`src/rtl/reg_req_adapter.sv`:
```
// Request/response bus to register-file strobe adapter with a two-state handshake FSM.
// Optional error counter output err_cnt_o enabled by defining REG_REQ_ADAPTER_ERR_CNT_EN.
module reg_req_adapter #(
  parameter int NumRegs = 4,
  parameter int AW      = 8,
  parameter int DW      = 32
) (
  input  logic                  clk_i,
  input  logic                  rst_ni,
  input  logic                  req_i,
  output logic                  gnt_o,
  input  logic                  we_i,
  input  logic [AW-1:0]         addr_i,
  input  logic [DW-1:0]         wdata_i,
  input  logic [DW/8-1:0]       be_i,
  output logic                  rvalid_o,
  input  logic                  rready_i,
  output logic [DW-1:0]         rdata_o,
  output logic                  err_o,
  output logic [NumRegs-1:0]    reg_we_o,
  output logic [NumRegs-1:0]    reg_re_o,
  output logic [DW-1:0]         reg_wd_o,
  input  logic [NumRegs*DW-1:0] reg_qs_i
`ifdef REG_REQ_ADAPTER_ERR_CNT_EN
  ,
  output logic [7:0]            err_cnt_o
`endif
);

  typedef enum logic {Idle, Resp} state_e;

  state_e               state_q;
  logic                 rvalid_q;
  logic [DW-1:0]        rdata_q;
  logic                 err_q;

  logic [AW-3:0]        idx;
  logic [NumRegs-1:0]   hit;
  logic [DW-1:0]        qs_sel;
  logic                 req_err;
  logic                 accept;
  logic                 wr_ok;
  logic                 rd_ok;

  assign idx = addr_i[AW-1:2];

  // Decode by loop so out-of-range indices simply produce no hit.
  always_comb begin
    hit    = '0;
    qs_sel = '0;
    for (int k = 0; k < NumRegs; k++) begin
      if (32'(idx) == 32'(k)) begin
        hit[k] = 1'b1;
        qs_sel = reg_qs_i[k*DW +: DW];
      end
    end
  end

  assign req_err = (addr_i[1:0] != 2'b00) || (hit == '0) || (we_i && (be_i != '1));
  assign gnt_o   = rst_ni && (state_q == Idle);
  assign accept  = req_i && gnt_o;
  assign wr_ok   = accept && we_i && !req_err;
  assign rd_ok   = accept && !we_i && !req_err;

  assign reg_we_o = wr_ok ? hit : '0;
  assign reg_re_o = rd_ok ? hit : '0;
  assign reg_wd_o = wr_ok ? wdata_i : '0;

  always_ff @(posedge clk_i or negedge rst_ni) begin
    if (!rst_ni) begin
      state_q  <= Idle;
      rvalid_q <= 1'b0;
      rdata_q  <= '0;
      err_q    <= 1'b0;
    end else begin
      case (state_q)
        Idle: begin
          if (accept) begin
            state_q  <= Resp;
            rvalid_q <= 1'b1;
            rdata_q  <= rd_ok ? qs_sel : '0;
            err_q    <= req_err;
          end
        end
        Resp: begin
          if (rready_i) begin
            state_q  <= Idle;
            rvalid_q <= 1'b0;
            rdata_q  <= '0;
            err_q    <= 1'b0;
          end
        end
        default: state_q <= Idle;
      endcase
    end
  end

  assign rvalid_o = rvalid_q;
  assign rdata_o  = rdata_q;
  assign err_o    = err_q;

`ifdef REG_REQ_ADAPTER_ERR_CNT_EN
  logic [7:0] err_cnt_q;

  always_ff @(posedge clk_i or negedge rst_ni) begin
    if (!rst_ni) begin
      err_cnt_q <= '0;
    end else if (accept && req_err && (err_cnt_q != 8'hFF)) begin
      err_cnt_q <= err_cnt_q + 8'd1;
    end
  end

  assign err_cnt_o = err_cnt_q;
`endif

endmodule

```
`config.mk`:
```
export PLATFORM = sky130hd
export DESIGN_NAME = reg_req_adapter
export DESIGN_NICKNAME = d
export VERILOG_FILES = /design/src/rtl/reg_req_adapter.sv
export SDC_FILE = /design/constraint.sdc
export NUM_CORES = 1
export LEC_CHECK = 0
export BUFFER_PORTS_ARGS = -buffer_cell sky130_fd_sc_hd__buf_2
export CAP_MARGIN = 30
export CORE_AREA = 5 5 95 97
export CTS_BUF_LIST = sky130_fd_sc_hd__clkbuf_4
export CTS_CLUSTER_SIZE = 28
export DETAILED_ROUTE_END_ITERATION = 12
export DIE_AREA = 0 0 100 102
export GPL_ROUTABILITY_DRIVEN = 0
export PLACE_DENSITY = 0.7
export REMOVE_ABC_BUFFERS = 1
export SYNTH_ARGS = -nofsm -noshare
export SYNTH_HDL_FRONTEND = slang
export SYNTH_SLANG_ARGS = --single-unit
```
`constraint.sdc`:
```
create_clock -name clk_i -period 4.14 [get_ports clk_i]
set_clock_uncertainty 0.15 [all_clocks]
set_input_delay 1.242 -clock clk_i [delete_from_list [all_inputs] [get_ports clk_i]]
set_output_delay 1.242 -clock clk_i [all_outputs]
set_load 0.05 [all_outputs]
```
==> Word-level counts from Yosys, hierarchy flattened <==
Cells that the tools add are included.
{ "word_totals": {"regBits": 35, "input_bits": 177, "output_inout_bits": 75} }
{ "classes": {"bitwise": 1, "reduce_logical": 15, "eq_ne": 6, "muxes": 23} }
{ "ops": {"columns": ["operator", "n"], "rows": [
  ["two-way mux 32 bit", 8],
  ["case mux 32 bit (2 select lines)", 1],
  ["equality test 6 x 2 -> 1 bit (second input constant)", 2],
  ["two-way mux 1 bit", 9],
  ["two-way mux 4 bit", 2],
  ["logical AND 1 bit", 7],
  ["equality test 6 x 1 -> 1 bit (second input constant)", 1],
  ["zero test 6 bit", 1],
  ["case mux 1 bit (2 select lines)", 3],
  ["zero test 4 bit", 1],
  ["inequality test 2 bit (second input constant)", 2],
  ["inequality test 4 bit (second input constant)", 1],
  ["zero test 1 bit", 2],
  ["logical OR 1 bit", 2],
  ["AND reduction 2 bit", 1],
  ["nonzero test 2 bit", 1],
  ["inverter 1 bit", 1]
]} }

==> Logic depth before layout (Yosys ltp) <==
{ "depth": {"depth_word": 10, "ltp_mapped": 6, "ltp_nobuf": 4} }

==> Worst setup path after synthesis <==
OpenSTA, ideal clock, no wires.
{ "synth_timing": {"kind": "input port to output port", "start": "input port addr_i[2]", "end": "output port reg_re_o[3]", "slack_ns": -0.560, "cell_stages": 5, "required_ns": 2.748, "arrival_ns": 3.308, "path_cell_list": "clkbuf_1 -> buf_1 -> nand3_1 -> clkbuf_1 -> nor3_1"} }
{ "synth_between": {"elab_chain_cells": 8} }
{ "synth_lines": {"columns": ["item", "line_no", "source"], "rows": [
  ["from (decl)", "13", "input logic [AW-1:0] addr_i,"],
  ["equality test 6 x 1 -> 1 bit, or another cell as far along", "52", "if (32'(idx) == 32'(k)) begin"],
  ["two-way mux 1 bit", "52", null],
  ["zero test 4 bit", "59", "assign req_err = (addr_i[1:0] != 2'b00) || (hit == '0) || (we_i && (be_i != '1));"],
  ["logical OR 1 bit (2 in a row)", "59", null],
  ["zero test 1 bit", "63", "assign rd_ok = accept && !we_i && !req_err;"],
  ["logical AND 1 bit", "63", null],
  ["two-way mux 4 bit (*)", "66", "assign reg_re_o = rd_ok ? hit : '0;"],
  ["to (decl)", "21", "output logic [NumRegs-1:0] reg_re_o,"]
]} }
Every way passes the cells marked *; elsewhere a longest branch is shown, timed or not.

==> Final worst setup path <==
{ "layout_timing": {"start": "input port we_i", "end": "output port reg_re_o[0]"} }
{ "layout_between": {"elab_chain_cells": 5} }
{ "layout_lines": {"columns": ["item", "line_no", "source"], "rows": [
  ["from (decl)", "12", "input logic we_i,"],
  ["logical AND 1 bit", "59", null],
  ["logical OR 1 bit", "59", null],
  ["zero test 1 bit", "63", null],
  ["logical AND 1 bit (*)", "63", null],
  ["two-way mux 4 bit (*)", "66", null]
]} }
Marked as above.

==> impl_metrics.ini <==
[run_status]
status = finished clean

[min_path]
hp-class = reg2reg

[setup_path]
crit_path_max_fanout = 6
path_class = in2out
startpoint_type = primary input
required_ns = 2.75
arrival_ns = 2.64
end_kind = output port

[detailed_routing]
antenna_left = 0
initialDrtViolationCount = 84
dr.pass1.iters = 4
drt-total-wl_mm = 10.59
viasPerCell = 5.003
wl_per_cell_um = 17.07
vias = 3102
drc = 0

[logic_synthesis]
synth_area_um2 = 2374
seq_area_frac_synth_pct = 36.90
ys_ff_latch = 35
synth_area_per_cell_um2 = 8.758
synth_cells = 271
async_flop_share_pct = 100.0
synth_edf_count = 0
ys_warn_count = 0
synth-main-ff-cell = dfrtp_1
ys_types = 30

[timing]
hold_viol_final = 0
max_slew_margin_pct = 41.92
fmax_mhz = 247.9
maxSlewViolCount = 0
grt_setup_unrepaired = false
setup_viol = 0
period_minus_slack_ns = 4.033
tightestPinTransition_ns = 0.8691
finalSetupTns_ns = 0
period_share_pct = 97.42

[place]
place_hpwl_mm = 8.400
io_buffer_count = 251

[power_and_ir_drop]
power_density_nw_per_um2 = 209.6
p_leak_nw = 2.119
max-vdd-ir-drop_v = 0.0001263

[clock_network]
h-tree-depth = 2
path_clk_slew_ns = 0.10
post_cts_buffers = 0
postCtsResizedCells = 0
cts_tree = yes
root_buffer = clkbuf_4
clock-sinks = 35
clock_latency_ns = 0.33
holdBufCountCts = 0
clock_path_buffers = 2
cts-buffers-inserted = 5

[grt]
grt.overflow.total = 0
grt_pass1_vias = 3159
grt_util_all_layers_pct = 19.21
antenna_found_initial = 0
grt_pass1_wl_mm = 15.74
grt_max_degree = 37

[floorplan]
ios = 252
die_w_um = 100
fp-row-count = 33
core_area_um2 = 8051
initial_core_util_pct = 29.48
die_y_um = 102
dieArea_um2 = 10200

[finish]
drive_gt1_share_pct = 55.73
syn_to_final_growth_pct = 61.57
final_util_pct = 47.63
diodes = 0
nNetsFinal = 692

[flow_run]
maxCapViolCount = 0
==> layer usage <==
metal	part of all wire [%]	GRT usage [%]	vias up	wire length (um)
met5	0	0	-	0
met4	0.82	4.870	0	87
met3	9.6	4.778	10	1013
met2	49	32.48	164	5231
met1	40	24.73	1427	4252
li1	-	-	1501	-
==> placed cells by master, fill, tap and decap left out <==
cell type,netlist,routed
and4_1,1,1
buf_4,0,13
dfrtp_1,35,35
mux2_2,11,11
or2_2,2,2
a21o_1,1,1
nand2b_1,22,22
inv_1,1,1
a21oi_1,1,1
clkbuf_4,0,6
nand3b_1,2,2
a32oi_1,21,21
buf_2,2,251
o21ai_1,20,20
nand3_1,1,1
nor3_1,1,1
nor2b_1,1,1
o21ai_0,3,3
o221ai_1,21,21
nand4_1,2,2
nand2_1,17,17
and2_1,33,33
o31ai_1,11,11
and3_1,1,1
nor2_1,21,21
o22ai_1,11,11
buf_12,0,1
or4b_4,0,1
nand4bb_1,1,1
bufinv_16,0,1
nor4_4,1,1
==> cells by family after synthesis <==
family	Yosys count	synth area share, %
and+or+nand+nor	107	25.30
AOI/OAI and AO/OA	89	27.25
DFF	35	36.90
buffers and inverters	29	5.324
muxes	11	5.219
==> stage by stage <==
stage	setup WS (ns)	std cells	hold WS [ns]	total power [mW]	cell area, um^2
2_1_floorplan	-0.3282	243	0.3944	0.4375	2251
3_3_place_gp	0.06229	613	0.3056	0.5623	3756
3_5_place_dp	0.03689	613	0.3066	0.5664	3756
4_1_cts	0.02952	620	0.3340	0.8167	3831
5_1_grt	0.03072	620	0.3640	0.8456	3835
6_report	0.1066	620	0.3284	0.8038	3835
==> path summary, 6_finish.rpt <==
kind	start	endpoint	slack, ns	depth (start not counted)
max	we_i	reg_re_o[0]	0.11	5
min reg2reg	rvalid_o$_DFFE_PN0P_	rvalid_o$_DFFE_PN0P_	0.33	2
max in group asynchronous	rst_ni	rdata_o[28]$_DFFE_PN0P_	2.55	3
max reg2reg	state_q$_DFF_PN0_	rdata_o[25]$_DFFE_PN0P_	1.72	5
min	rvalid_o$_DFFE_PN0P_	rvalid_o$_DFFE_PN0P_	0.33	2
min in group asynchronous	rst_ni	rdata_o[14]$_DFFE_PN0P_	0.96	3
==> flip-flops by register name, summed over array words and instances, names as in the netlist <==
signal / count
rvalid_o: 1
state_q: 1
err_o: 1
rdata_o: 32
==> cells in the mapped netlist, types with 2 or more instances <==
master    count  area (um^2)
buf_2         2        10.01
clkbuf_1     22        82.58
o21ai_0       3        15.01
o221ai_1     21        183.9
mux2_2       11        123.9
buf_1         2        7.510
nor2_1       21        78.83
o31ai_1      11        82.58
o21ai_1      20        100.1
dfrtp_1      35        875.8
nand2b_1     22        137.6
nand3b_1      2        15.01
nand4_1       2        12.51
o22ai_1      11        68.82
buf_6         2        22.52
or2_2         2        12.51
and2_1       33        206.5
nand2_1      17        63.81
a32oi_1      21        183.9
==> layout make-up <==
cell class,count,area (um^2)
clock buffers,6,45.04
repair buffers,265,1374
clock inverters,1,30.03
fillers,807,4217
well taps,105,131.4
multi-input cells,207,1375
inverters,1,3.754
flip-flops and latches,35,875.8
==> power breakdown <==
part           internal, mW  total (mW)  switching [mW]
clock network         0.131       0.245           0.114
registers             0.348       0.352         0.00384
logic                0.0988       0.207           0.108
total                 0.578       0.804           0.226
==> worst max-delay path, stage by stage <==
cell	delay [ns]
buf_2	0.12
nand4bb_1	0.25
or4b_4	0.61
nor2_1	0.14
buf_2	0.28
Note: power is estimated with default switching activity, not from simulation.
